`src/rtl/async_fifo.sv`:
```
// Single-clock FIFO with dcfifo-compatible port names, registered read data
// and status flags decoded from a registered word count.
module async_fifo #(
    parameter int DATA_WIDTH = 16,
    parameter int DEPTH      = 16,
    localparam int AW        = $clog2(DEPTH)
) (
    input  logic                  clock,
    input  logic                  aclr_n,
    input  logic [DATA_WIDTH-1:0] data,
    input  logic                  wrreq,
    input  logic                  rdreq,
    output logic [DATA_WIDTH-1:0] q,
    output logic                  wrfull,
    output logic                  rdfull,
    output logic                  empty,
    output logic [AW:0]           usedw
);

    logic [DATA_WIDTH-1:0] mem [DEPTH];
    logic [AW-1:0]         wptr;
    logic [AW-1:0]         rptr;
    logic [AW:0]           count;
    logic                  wr_ok;
    logic                  rd_ok;

    assign wrfull = (count == (AW+1)'(DEPTH));
    assign rdfull = wrfull;
    assign empty  = (count == '0);
    assign usedw  = count;

    // Gating on the registered flags means a simultaneous request on an
    // empty FIFO never reads through the word being written.
    assign wr_ok = wrreq & ~wrfull;
    assign rd_ok = rdreq & ~empty;

    // Storage is deliberately left out of reset.
    always_ff @(posedge clock) begin
        if (wr_ok) begin
            mem[wptr] <= data;
        end
    end

    always_ff @(posedge clock or negedge aclr_n) begin
        if (!aclr_n) begin
            wptr  <= '0;
            rptr  <= '0;
            count <= '0;
            q     <= '0;
        end else begin
            if (wr_ok) begin
                wptr <= wptr + AW'(1);
            end
            if (rd_ok) begin
                q    <= mem[rptr];
                rptr <= rptr + AW'(1);
            end
            case ({wr_ok, rd_ok})
                2'b10:   count <= count + (AW+1)'(1);
                2'b01:   count <= count - (AW+1)'(1);
                default: count <= count;
            endcase
        end
    end

endmodule

```
`config.mk`:
```
export PLATFORM = sky130hd
export DESIGN_NAME = async_fifo
export DESIGN_NICKNAME = d
export VERILOG_FILES = /design/src/rtl/async_fifo.sv
export SDC_FILE = /design/constraint.sdc
export NUM_CORES = 1
export LEC_CHECK = 0
export BUFFER_PORTS_ARGS = -buffer_cell sky130_fd_sc_hd__buf_2
export CAP_MARGIN = 20
export CORE_MARGIN = 4
export CORE_UTILIZATION = 45
export CTS_CLUSTER_SIZE = 40
export DETAILED_ROUTE_END_ITERATION = 6
export SYNTH_ARGS = -nofsm -noshare
export SYNTH_HDL_FRONTEND = slang
export SYNTH_SLANG_ARGS = --single-unit
```
`constraint.sdc`:
```
create_clock -name clock -period 7.2 [get_ports clock]
set_input_delay 0.72 -clock clock [delete_from_list [all_inputs] [get_ports clock]]
set_output_delay 0.72 -clock clock [all_outputs]
set_load 0.005 [all_outputs]
```
==> metrics.log <==
INFO  metric power.internal = 0.003448 W
INFO  metric switching_share = 0.2900
INFO  metric avgSynthCellArea = 20.53 µm²
INFO  metric worst_slew_pin_slew = 1025 ps
INFO  metric cts_repair_resizes = 0
INFO  metric die_h = 164.7 µm
INFO  metric clock.fmax = 0.3125 GHz
INFO  metric worstHoldPathType = in -> async
INFO  metric detail_route.wirelength = 21720 µm
INFO  metric grt_pass1_wl = 33340 µm
INFO  metric gr-usage-met1 = 0.2359
INFO  metric clock_path_buffers = 3
INFO  metric drtPass1Iterations = 5
INFO  metric timing.reg2reg.setup_slack = 4000 ps
INFO  metric postCtsSetupRepairBufs = 0
INFO  metric cap_viol_max_count = 0
INFO  metric io_buffer_count = 43
INFO  metric root_buffer = clkbuf_16
INFO  metric die-width = 164.7 µm
INFO  metric critical_path.endpoint_type = register
INFO  metric postCtsHoldBufs = 0
INFO  metric grt_util_all_layers = 0.1652
INFO  metric result_of_the_run = finished clean
INFO  metric hold_vio_cnt_final = 0
INFO  metric number_of_buffers_created_by_cts = 29
INFO  metric fin_skew = 11.07 ps
INFO  metric syn_nets = 568
INFO  metric switching_power = 0.001408 W
INFO  metric use_met3 = 0.02670
INFO  metric via_per_inst = 5.553
INFO  metric synth_largest_type_area_fraction = 0.6961
INFO  metric routed-via-count = 5253
INFO  metric gr-usage-met2 = 0.2719
INFO  metric dp_hpwl = 13090 µm
INFO  metric filler_cells_inserted = 1949
INFO  metric syn_area = 11040 µm²
INFO  metric globalplace.congestion = 0.7764
INFO  metric synth_edf_count = 256
INFO  metric power.density = 387.3 nW/µm²
INFO  metric core-area = 24250 µm²
INFO  metric floorplan.initialDensity = 0.4554
INFO  metric setup-violations-final = 0
INFO  metric tritoncts = built
INFO  metric number_of_top_level_pins = 44
INFO  metric report.final.slew_viol_count = 0
INFO  metric asyncSetResetFlopFracSynth = 0.1018
INFO  metric ys_dominant_reg_cell = edfxtp_1
INFO  metric htreeDepth = 1
INFO  metric synth.most_common_cell = edfxtp_1
INFO  metric remaining_drc_errors = 0
INFO  metric seqPwrFrac = 0.452
INFO  metric post_synth_most_frequent_cells = 256 x edfxtp_1, 64 x mux4_2, 46 x nand2_1
INFO  metric power_frac_clock = 0.282
INFO  metric pin_count_of_the_biggest_net_entering_global_routing = 53
INFO  metric layout_cells_sized_above_1 = 0.2749
INFO  metric final.period_utilization = 0.4444
INFO  metric data_required_time_at_the_worst_endpoint = 7610 ps
INFO  metric netlist.top_cell.by_area = edfxtp_1
INFO  metric first_global_vias = 5446
INFO  metric grt_setup_unrepaired = no
INFO  metric clock_insertion_delay_worst_skew = 530 ps
INFO  metric leakage_dissipation = 4.218 nW
INFO  metric ant_nets = 0
INFO  metric yosysUniqueCellTypes = 34
INFO  metric globalRoute.busiestLayer = met2
INFO  metric diodes = 0
INFO  metric wire_per_inst = 22.96 µm
INFO  metric tritoncts_num_sinks = 285
INFO  metric crit_path_max_fanout = 34
INFO  metric yosys-top-cells-area = edfxtp_1 70%, mux4_2 13%, dfrtp_1 6.6%
INFO  metric cts.clk_slew.worst_paths = 60 ps
INFO  metric critPathLaunchType = register
INFO  metric fin_setup_tns = 0 ps
INFO  metric die_outline_area = 27110 µm²
INFO  metric cp.arrival = 3610 ps
INFO  metric synth_sequential_area_ratio = 0.7618
INFO  metric netlist_instances = 538
INFO  metric power.share.combinational = 0.266
INFO  metric layout_min_cycle_time = 3200 ps
INFO  metric area_growth = 13.52%
INFO  metric core.rowCount = 57
INFO  metric design.final.nets = 633
INFO  metric slew-limit-headroom = 0.3166
INFO  metric antenna_violations_before_repair = 0
INFO  metric grt_remaining_overflow = 0
INFO  metric synth_seq_cells = 285
INFO  metric detail_route.iter0.violations = 477
INFO  metric timing.setup.critical_path_class = reg -> reg
INFO  metric ys_warn_count = 0
INFO  metric worst_ir_drop_vdd = 0.3185 mV
INFO  metric power_after_layout = 0.004856 W
layout by cell type, fill, tap and decap left out, types with 3 or more instances in the layout:
cell type	instances
buf_4	20
mux2i_1	16
dfrtp_1	27
nand2_1	46
o221ai_1	15
buf_2	43
clkinv_2	4
nand2b_1	3
xnor2_1	8
edfxtp_1	256
ha_1	9
clkbuf_16	29
nor3_2	4
clkbuf_1	10
nor2_1	13
o21ai_1	17
inv_1	8
clkinv_1	5
mux4_2	64
logic make-up (layout without fill, tap and decap cells):
| group | count (synthesis) | after routing | share of synthesized area |
|---|---|---|---|
| AND/OR/NAND/NOR | 75 | 75 | 0.02889 |
| flip-flops | 285 | 285 | 0.7618 |
| adder cells (fa/ha/maj) | 10 | 10 | 0.01201 |
| AO/OA/AOI/OAI | 38 | 38 | 0.02289 |
| XOR/XNOR | 10 | 10 | 0.007932 |
| multiplexers | 81 | 81 | 0.1474 |
| buffers and inverters | 39 | 123 | 0.01903 |
registers in the layout (all words and copies together) (netlist names):
register  flops
q            16
rptr          4
wptr          4
mem         256
usedw         5
critical path, cell delays in order (launching register included):
cell	delay, ps
dfrtp_1	440
or4_1	560
o21ai_2	130
buf_4	340
inv_2	110
ha_1	250
ha_1	330
nor2b_1	140
o21ai_1	180
a21oi_1	90
or3b_1	360
xnor2_1	130
metrics by stage:
step                      area (µm²)    util  worst slack, ps  hold slack [ps]  instances
after floorplan                11040       -             4387            424.4        538
after global placement         11660  0.4810             4094            464.7        895
after detailed placement       11660  0.4810             4018            470.6        895
after CTS                      12520  0.5165             4005            237.8        945
after global routing           12540  0.5170             3805            272.0        946
final                          12540  0.5170             4000            242.9        946
metal layers:
layer / vias to the layer above / wire length [µm]
li1: 2297 / -
met1: 2767 / 9288
met2: 161 / 10580
met3: 28 / 1466
met4: 0 / 388
met5: - / 0
power groups by stage:
stage	combinational (W)	sequential, W	clock [W]
5_1_grt	0.00142	0.00222	0.00148
2_1_floorplan	0.000991	0.00214	0
3_3_place_gp	0.00130	0.00222	0
4_1_cts	0.00132	0.00220	0.00141
6_report	0.00129	0.00220	0.00137
3_5_place_dp	0.00131	0.00224	0
final cells by class:
class | count | area, µm² | area share
timing repair buffer | 64 | 376.6 | 0.03004
tap | 324 | 405.4 | 0.03234
multi-input combinational | 214 | 2440 | 0.1946
clock inverter | 11 | 98.84 | 0.007885
clock buffer | 39 | 763.2 | 0.06088
inverter | 9 | 33.78 | 0.002695
sequential | 285 | 8418 | 0.6715
worst paths after layout:
path / start / to / cells past startpoint
max: usedw[0]$_DFFE_PN0P_ / usedw[4]$_DFFE_PN0P_ / 11
min: aclr_n / usedw[0]$_DFFE_PN0P_ / 1
max reg2reg: usedw[0]$_DFFE_PN0P_ / usedw[4]$_DFFE_PN0P_ / 11
min reg2reg: q[10]$_DFFE_PN0P_ / q[10]$_DFFE_PN0P_ / 2
max in group asynchronous: aclr_n / rptr[2]$_DFFE_PN0P_ / 1
min in group clock: q[10]$_DFFE_PN0P_ / q[10]$_DFFE_PN0P_ / 2
Note: power is estimated with default switching activity, not from simulation.
